==> config.mk <==
export PLATFORM = sky130hd
export DESIGN_NAME = mpt_walking_stage
export DESIGN_NICKNAME = d
export VERILOG_FILES = /design/src/rtl/mpt_walking_stage.sv
export SDC_FILE = /design/constraint.sdc
export NUM_CORES = 1
export LEC_CHECK = 0
export CAP_MARGIN = 20
export CORE_AREA = 2 2 141 143
export DETAILED_ROUTE_END_ITERATION = 10
export DIE_AREA = 0 0 143 145
export PLACE_DENSITY = 0.72
export SYNTH_ARGS = -nofsm -noshare
export SYNTH_HDL_FRONTEND = slang
export SYNTH_SLANG_ARGS = --single-unit
==> constraint.sdc <==
create_clock -name clk_i -period 3.2 [get_ports clk_i]
set_input_delay 0.64 -clock clk_i [delete_from_list [all_inputs] [get_ports clk_i]]
set_output_delay 0.64 -clock clk_i [all_outputs]
set_load 0.02 [all_outputs]
==> src/rtl/mpt_walking_stage.sv <==
// mpt_walking_stage: one MPT walker pipeline stage.
//
// Purpose: takes an mptw_transaction_t whose mpte field holds the physical
// address of the next MPT entry, fetches that 64-bit entry with a single
// read, replaces mpte with the fetched entry and forwards the transaction.
// Transactions already marked MPT_WALKING_SKIP (or not valid) bypass memory.
// Misaligned entry addresses, bus errors and response timeouts terminate the
// walk (mpte=0, completed=1, walking=SKIP) and pulse bus_error_o.
//
// Ports:
//   clk_i, rst_ni                 clock, asynchronous active-low reset
//   stage_slave_valid/ready/data  upstream transaction handshake
//   stage_master_valid/ready/data downstream transaction handshake
//   mem_req_o/gnt_i/addr_o        read request channel (we/be/wdata constant)
//   mem_valid_i/rdata_i/error_i   read response channel
//   bus_error_o                   one-cycle pulse on misalign/bus error/timeout

package mpt_walking_pkg;

  localparam int XLEN = 64;

  localparam logic [1:0] MPT_WALKING_SKIP = 2'd2;

  // Transaction layout shared with the neighbouring walker stages.
  typedef struct packed {
    logic [7:0]  txn_id;
    logic        valid;
    logic        completed;
    logic [1:0]  walking;
    logic [63:0] mpte;
  } mptw_transaction_t;

endpackage

module mpt_walking_stage
  import mpt_walking_pkg::*;
#(
  parameter int PIPELINE_DATA_WIDTH = $bits(mptw_transaction_t),
  parameter int WALKING_LEVEL       = 0,
  parameter int MEM_ADDR_WIDTH      = XLEN,
  parameter int TIMEOUT_CYCLES      = 256
) (
  input  logic                           clk_i,
  input  logic                           rst_ni,
  input  logic                           stage_slave_valid,
  output logic                           stage_slave_ready,
  input  logic [PIPELINE_DATA_WIDTH-1:0] stage_slave_data,
  output logic                           stage_master_valid,
  input  logic                           stage_master_ready,
  output logic [PIPELINE_DATA_WIDTH-1:0] stage_master_data,
  output logic                           mem_req_o,
  input  logic                           mem_gnt_i,
  output logic [MEM_ADDR_WIDTH-1:0]      mem_addr_o,
  output logic                           mem_we_o,
  output logic [7:0]                     mem_be_o,
  output logic [63:0]                    mem_wdata_o,
  input  logic                           mem_valid_i,
  input  logic [63:0]                    mem_rdata_i,
  input  logic                           mem_error_i,
  output logic                           bus_error_o
);

  // The level is informational only; it is not copied into any field.
  localparam int unused_walking_level = WALKING_LEVEL;

  // One-hot so that mem_req_o and stage_master_valid are plain flop bits.
  localparam logic [3:0] S_IDLE = 4'b0001;
  localparam logic [3:0] S_REQ  = 4'b0010;
  localparam logic [3:0] S_WAIT = 4'b0100;
  localparam logic [3:0] S_OUT  = 4'b1000;

  localparam int                CNT_W   = (TIMEOUT_CYCLES > 1) ? $clog2(TIMEOUT_CYCLES) : 1;
  localparam logic [CNT_W-1:0]  TO_LAST = CNT_W'(TIMEOUT_CYCLES - 1);

  // Terminates a walk: invalid entry, walk completed, later stages skip it.
  function automatic mptw_transaction_t fault_txn(input mptw_transaction_t t);
    mptw_transaction_t r;
    r           = t;
    r.mpte      = 64'h0;
    r.completed = 1'b1;
    r.walking   = MPT_WALKING_SKIP;
    return r;
  endfunction

  mptw_transaction_t slave_txn_s;
  mptw_transaction_t txn_q, txn_d;
  logic [3:0]        state_q, state_d;
  logic [CNT_W-1:0]  cnt_q, cnt_d;
  logic              drain_q, drain_d;
  logic              slave_ready_q, slave_ready_d;
  logic              bus_error_q, bus_error_d;
  logic              slave_hs_s;

  assign slave_txn_s = stage_slave_data;
  assign slave_hs_s  = stage_slave_valid && slave_ready_q;

  // Next-state, buffer, timeout counter and drain computation.
  always_comb begin
    state_d     = state_q;
    txn_d       = txn_q;
    cnt_d       = cnt_q;
    bus_error_d = 1'b0;
    // A late response after a timeout is swallowed here and nowhere else.
    if (drain_q && mem_valid_i) begin
      drain_d = 1'b0;
    end else begin
      drain_d = drain_q;
    end
    case (state_q)
      S_IDLE: begin
        if (slave_hs_s) begin
          txn_d = slave_txn_s;
          if ((slave_txn_s.walking == MPT_WALKING_SKIP) || !slave_txn_s.valid) begin
            state_d = S_OUT;
          end else if (slave_txn_s.mpte[2:0] != 3'b000) begin
            txn_d       = fault_txn(slave_txn_s);
            bus_error_d = 1'b1;
            state_d     = S_OUT;
          end else begin
            state_d = S_REQ;
          end
        end else begin
          state_d = S_IDLE;
        end
      end
      S_REQ: begin
        if (mem_gnt_i) begin
          cnt_d = {CNT_W{1'b0}};
          // Zero-latency response arriving together with the grant.
          if (mem_valid_i) begin
            state_d = S_OUT;
            if (mem_error_i) begin
              txn_d       = fault_txn(txn_q);
              bus_error_d = 1'b1;
            end else begin
              txn_d.mpte = mem_rdata_i;
            end
          end else begin
            state_d = S_WAIT;
          end
        end else begin
          state_d = S_REQ;
        end
      end
      S_WAIT: begin
        cnt_d = cnt_q + {{(CNT_W-1){1'b0}}, 1'b1};
        if (mem_valid_i) begin
          state_d = S_OUT;
          if (mem_error_i) begin
            txn_d       = fault_txn(txn_q);
            bus_error_d = 1'b1;
          end else begin
            txn_d.mpte = mem_rdata_i;
          end
        end else if ((TIMEOUT_CYCLES != 0) && (cnt_q == TO_LAST)) begin
          // The read is still outstanding: remember to drop its response.
          txn_d       = fault_txn(txn_q);
          bus_error_d = 1'b1;
          drain_d     = 1'b1;
          state_d     = S_OUT;
        end else begin
          state_d = S_WAIT;
        end
      end
      S_OUT: begin
        if (stage_master_ready) begin
          state_d = S_IDLE;
        end else begin
          state_d = S_OUT;
        end
      end
      default: begin
        state_d = S_IDLE;
      end
    endcase
    // Registered ready; the OUT->IDLE cycle itself never accepts.
    slave_ready_d = (state_d == S_IDLE) && !drain_d;
  end

  // State and output registers with asynchronous reset.
  always_ff @(posedge clk_i or negedge rst_ni) begin
    if (!rst_ni) begin
      state_q       <= S_IDLE;
      txn_q         <= '0;
      cnt_q         <= {CNT_W{1'b0}};
      drain_q       <= 1'b0;
      slave_ready_q <= 1'b0;
      bus_error_q   <= 1'b0;
    end else begin
      state_q       <= state_d;
      txn_q         <= txn_d;
      cnt_q         <= cnt_d;
      drain_q       <= drain_d;
      slave_ready_q <= slave_ready_d;
      bus_error_q   <= bus_error_d;
    end
  end

  assign stage_slave_ready  = slave_ready_q;
  assign stage_master_valid = state_q[3];
  assign stage_master_data  = txn_q;
  assign mem_req_o          = state_q[1];
  assign mem_addr_o         = txn_q.mpte[MEM_ADDR_WIDTH-1:0];
  assign mem_we_o           = 1'b0;
  assign mem_be_o           = 8'hFF;
  assign mem_wdata_o        = 64'h0;
  assign bus_error_o        = bus_error_q;

endmodule

==> flow_summary.yaml <==
run:
  maxCapViolCount: 0
die:
  placementRows: 51
  die_area_um2: 20700
  die_h_um: 145
  pin_count: 364
  die_w_um: 143
  core-area_um2: 19200
  initial_core_util_pct: 29.4
sta:
  worstMarginPinSlew_ns: 0.844
  relSlewSlack_pct: 43.7
  period_share_pct: 76.6
  slew_viol_final: 0
  tns_ns: 0
  fin_crit_ns: 2.45
  finalClockSkew_ns: 0.00908
  rsz0062_at_grt: "no"
  hold_viol_final: 0
  setup_violations: 0
  clock.fmax_mhz: 408
drt:
  drt_wl_total_mm: 16.4
  viasPerCell: 4.38
  wl_met3_mm: 1.23
  highest_layer: "met4"
  drt_first_pass_iters: 4
  route.met2.wl_mm: 8.29
  drt_iter0_markers: 179
  wl_met1_mm: 6.72
  dr_total_vias: 4310
  drt_drc_violations_left: 0
  postRouteAntennaNets: 0
  wire_per_inst_um: 16.7
finish:
  postLayoutCoreUtil_pct: 43.7
  syn_to_final_growth_pct: 48.6
  drive_gt1_share_pct: 13.9
  final_common_cell: "clkdlybuf4s50_1"
  mostFrequentLayoutCells: "clkdlybuf4s50_1, dfrtp_1, conb_1"
  final_nets: 860
logic_synthesis:
  avgSynthCellArea_um2: 11.5
  synth_cells: 492
  synth.distinct_cells: 47
  yosys_warnings: 0
  synthFlopType: "dfrtp_1"
  ys_ff_latch: 91
  synth-edff-count: 0
  synth_area_um2: 5640
  ys_async_sr_fraction_pct: 100
  synth_seq_area_share_pct: 40.4
setup_path:
  worstPathMaxFanout: 16
  rrSetupSlack_ns: 0.79
  cp-start-kind: "input port"
  cp-end-kind: "flop"
  reg2reg_to: "mem_addr_o[34]"
  cp.arrival_ns: 2.68
  crit_type: "input port to flop"
  cp.required_ns: 3.43
  r2r_start: "state_q[1]"
  reg2reg_depth: 6
run_status:
  status: "finished, final reports clean"
global_route:
  grt_pass1_wl_mm: 24.0
  grt.overflow.total: 0
  grt_max_degree: 66
  track_usage_pct: 15.1
  grt_pass1_vias: 4067
  antenna_found_initial: 1
pwr:
  powerDensity_nw_per_um2: 909
  combPwrFrac_pct: 57.6
  netSwitchingPower_mw: 2.96
  power.internal_mw: 4.66
  p_leak_nw: 3.71
  clockPowerShare_pct: 14.4
  switching_share_pct: 38.8
  p_seq_share_pct: 28.0
  ir_worst_vdd_mv: 0.472
min_path:
  hp-class: "input port to async pin"
clock_network:
  h-tree-depth: 3
  cts-buffers-inserted: 9
  clk_pin_slew_ns: 0.07
  clk_latency_ns: 0.35
  cts.sink_count: 91
  root_buffer: "clkbuf_16"
  clockBufferDepth: 2
  cts_resized: 0
  post_cts_buffers: 0
  cts_tree: "done"
  postCtsHoldBufs: 0
placed_design:
  numPortBuffers: 290
  dpl.hpwl_mm: 12.8
  place_congestion: 0.788
[cells in the mapped netlist (all sizes together) (2+ instances only)]
library cell	n	area, um2
conb	2	7.51
buf	152	1150
nand3b	2	15.0
a21oi	9	56.3
inv	3	11.3
o22a	2	17.5
nand4	4	25.0
and3	2	12.5
nor2	4	15.0
or3	3	23.8
mux2	64	946
o311ai	2	17.5
a22o	65	569
clkbuf	11	41.3
nor3	5	25.0
dfrtp	90	2250
o21ai	11	58.8
nand2	31	116
o21a	2	15.0
a211oi	2	15.0
nand3	7	35.0
[area by class of cell]
class / count / area (um2)
clock inverters: 5 / 60.1
inverters: 3 / 11.3
well taps: 265 / 332
multi-input cells: 306 / 2450
clock buffers: 11 / 243
diodes: 1 / 2.50
flip-flops and latches: 91 / 2280
repair buffers: 301 / 3010
fillers: 1794 / 10800
[layer usage]
metal  global-route usage [%]  up-vias
met2                     26.6      226
met1                     18.3     2092
met5                        0        -
li1                         -     1980
met3                     3.17       12
met4                     4.46        0
[kinds of logic (layout without fill, tap and decap cells)]
kind of cell / after synthesis / after routing / synth area share [%]
buffers and inverters: 166 / 320 / 21.3
flip-flops: 91 / 91 / 40.4
multiplexers: 64 / 64 / 16.8
AND/OR/NAND/NOR: 66 / 66 / 6.19
other: 2 / 74 / 0.133
XOR/XNOR: 1 / 1 / 0.155
adder cells (fa/ha/maj): 1 / 1 / 0.222
AO/OA/AOI/OAI: 101 / 101 / 14.8
[critical path, cell delays in order]
cell             delay, ns
clkdlybuf4s50_1       0.46
nand4b_1              0.13
or3_4                 0.45
a21oi_4               0.17
buf_12                0.19
buf_4                 0.29
mux2_4                0.33
[flip-flops by register name, indices dropped and copies added (netlist names)]
register           flops
mem_addr_o            64
stage_master_data     12
cnt_q                  8
state_q                4
bus_error_o            1
drain_q                1
stage_slave_ready      1
[metrics by stage]
| stage | instances | hold WS (ns) | power (mW) | setup WS [ns] | cell area (um2) |
|---|---|---|---|---|---|
| 3_5_place_dp | 966 | 0.462 | 6.56 | 0.402 | 8080 |
| 2_1_floorplan | 563 | 0.344 | 5.00 | 1.14 | 5910 |
| 3_3_place_gp | 966 | 0.457 | 6.51 | 0.438 | 8080 |
| 6_report | 983 | 0.394 | 7.62 | 0.749 | 8390 |
| 5_1_grt | 983 | 0.462 | 7.99 | 0.708 | 8390 |
| 4_1_cts | 982 | 0.417 | 7.70 | 0.766 | 8380 |
[how the worst max path moves through the flow]
stage | from | end | slack (ns) | cells past startpoint
after floorplan | state_q[0] | mem_addr_o[0] | 1.14 | 6
after global placement | stage_slave_valid | mem_addr_o[26] | 0.44 | 7
after detailed placement | stage_slave_valid | mem_addr_o[29] | 0.40 | 7
after CTS | stage_slave_valid | mem_addr_o[34] | 0.77 | 7
after global routing | stage_slave_valid | mem_addr_o[34] | 0.71 | 7
final | stage_slave_valid | mem_addr_o[34] | 0.75 | 7
[power groups by stage]
| stage | Sequential [mW] | Clock (mW) | Combinational (mW) |
|---|---|---|---|
| floorplan | 2.54 | 0 | 2.46 |
| global placement | 2.15 | 0 | 4.37 |
| detailed placement | 2.14 | 0 | 4.42 |
| CTS | 2.14 | 1.14 | 4.42 |
| global route | 2.20 | 1.18 | 4.61 |
| finish | 2.13 | 1.10 | 4.39 |
(Power assumes the default switching activity.)
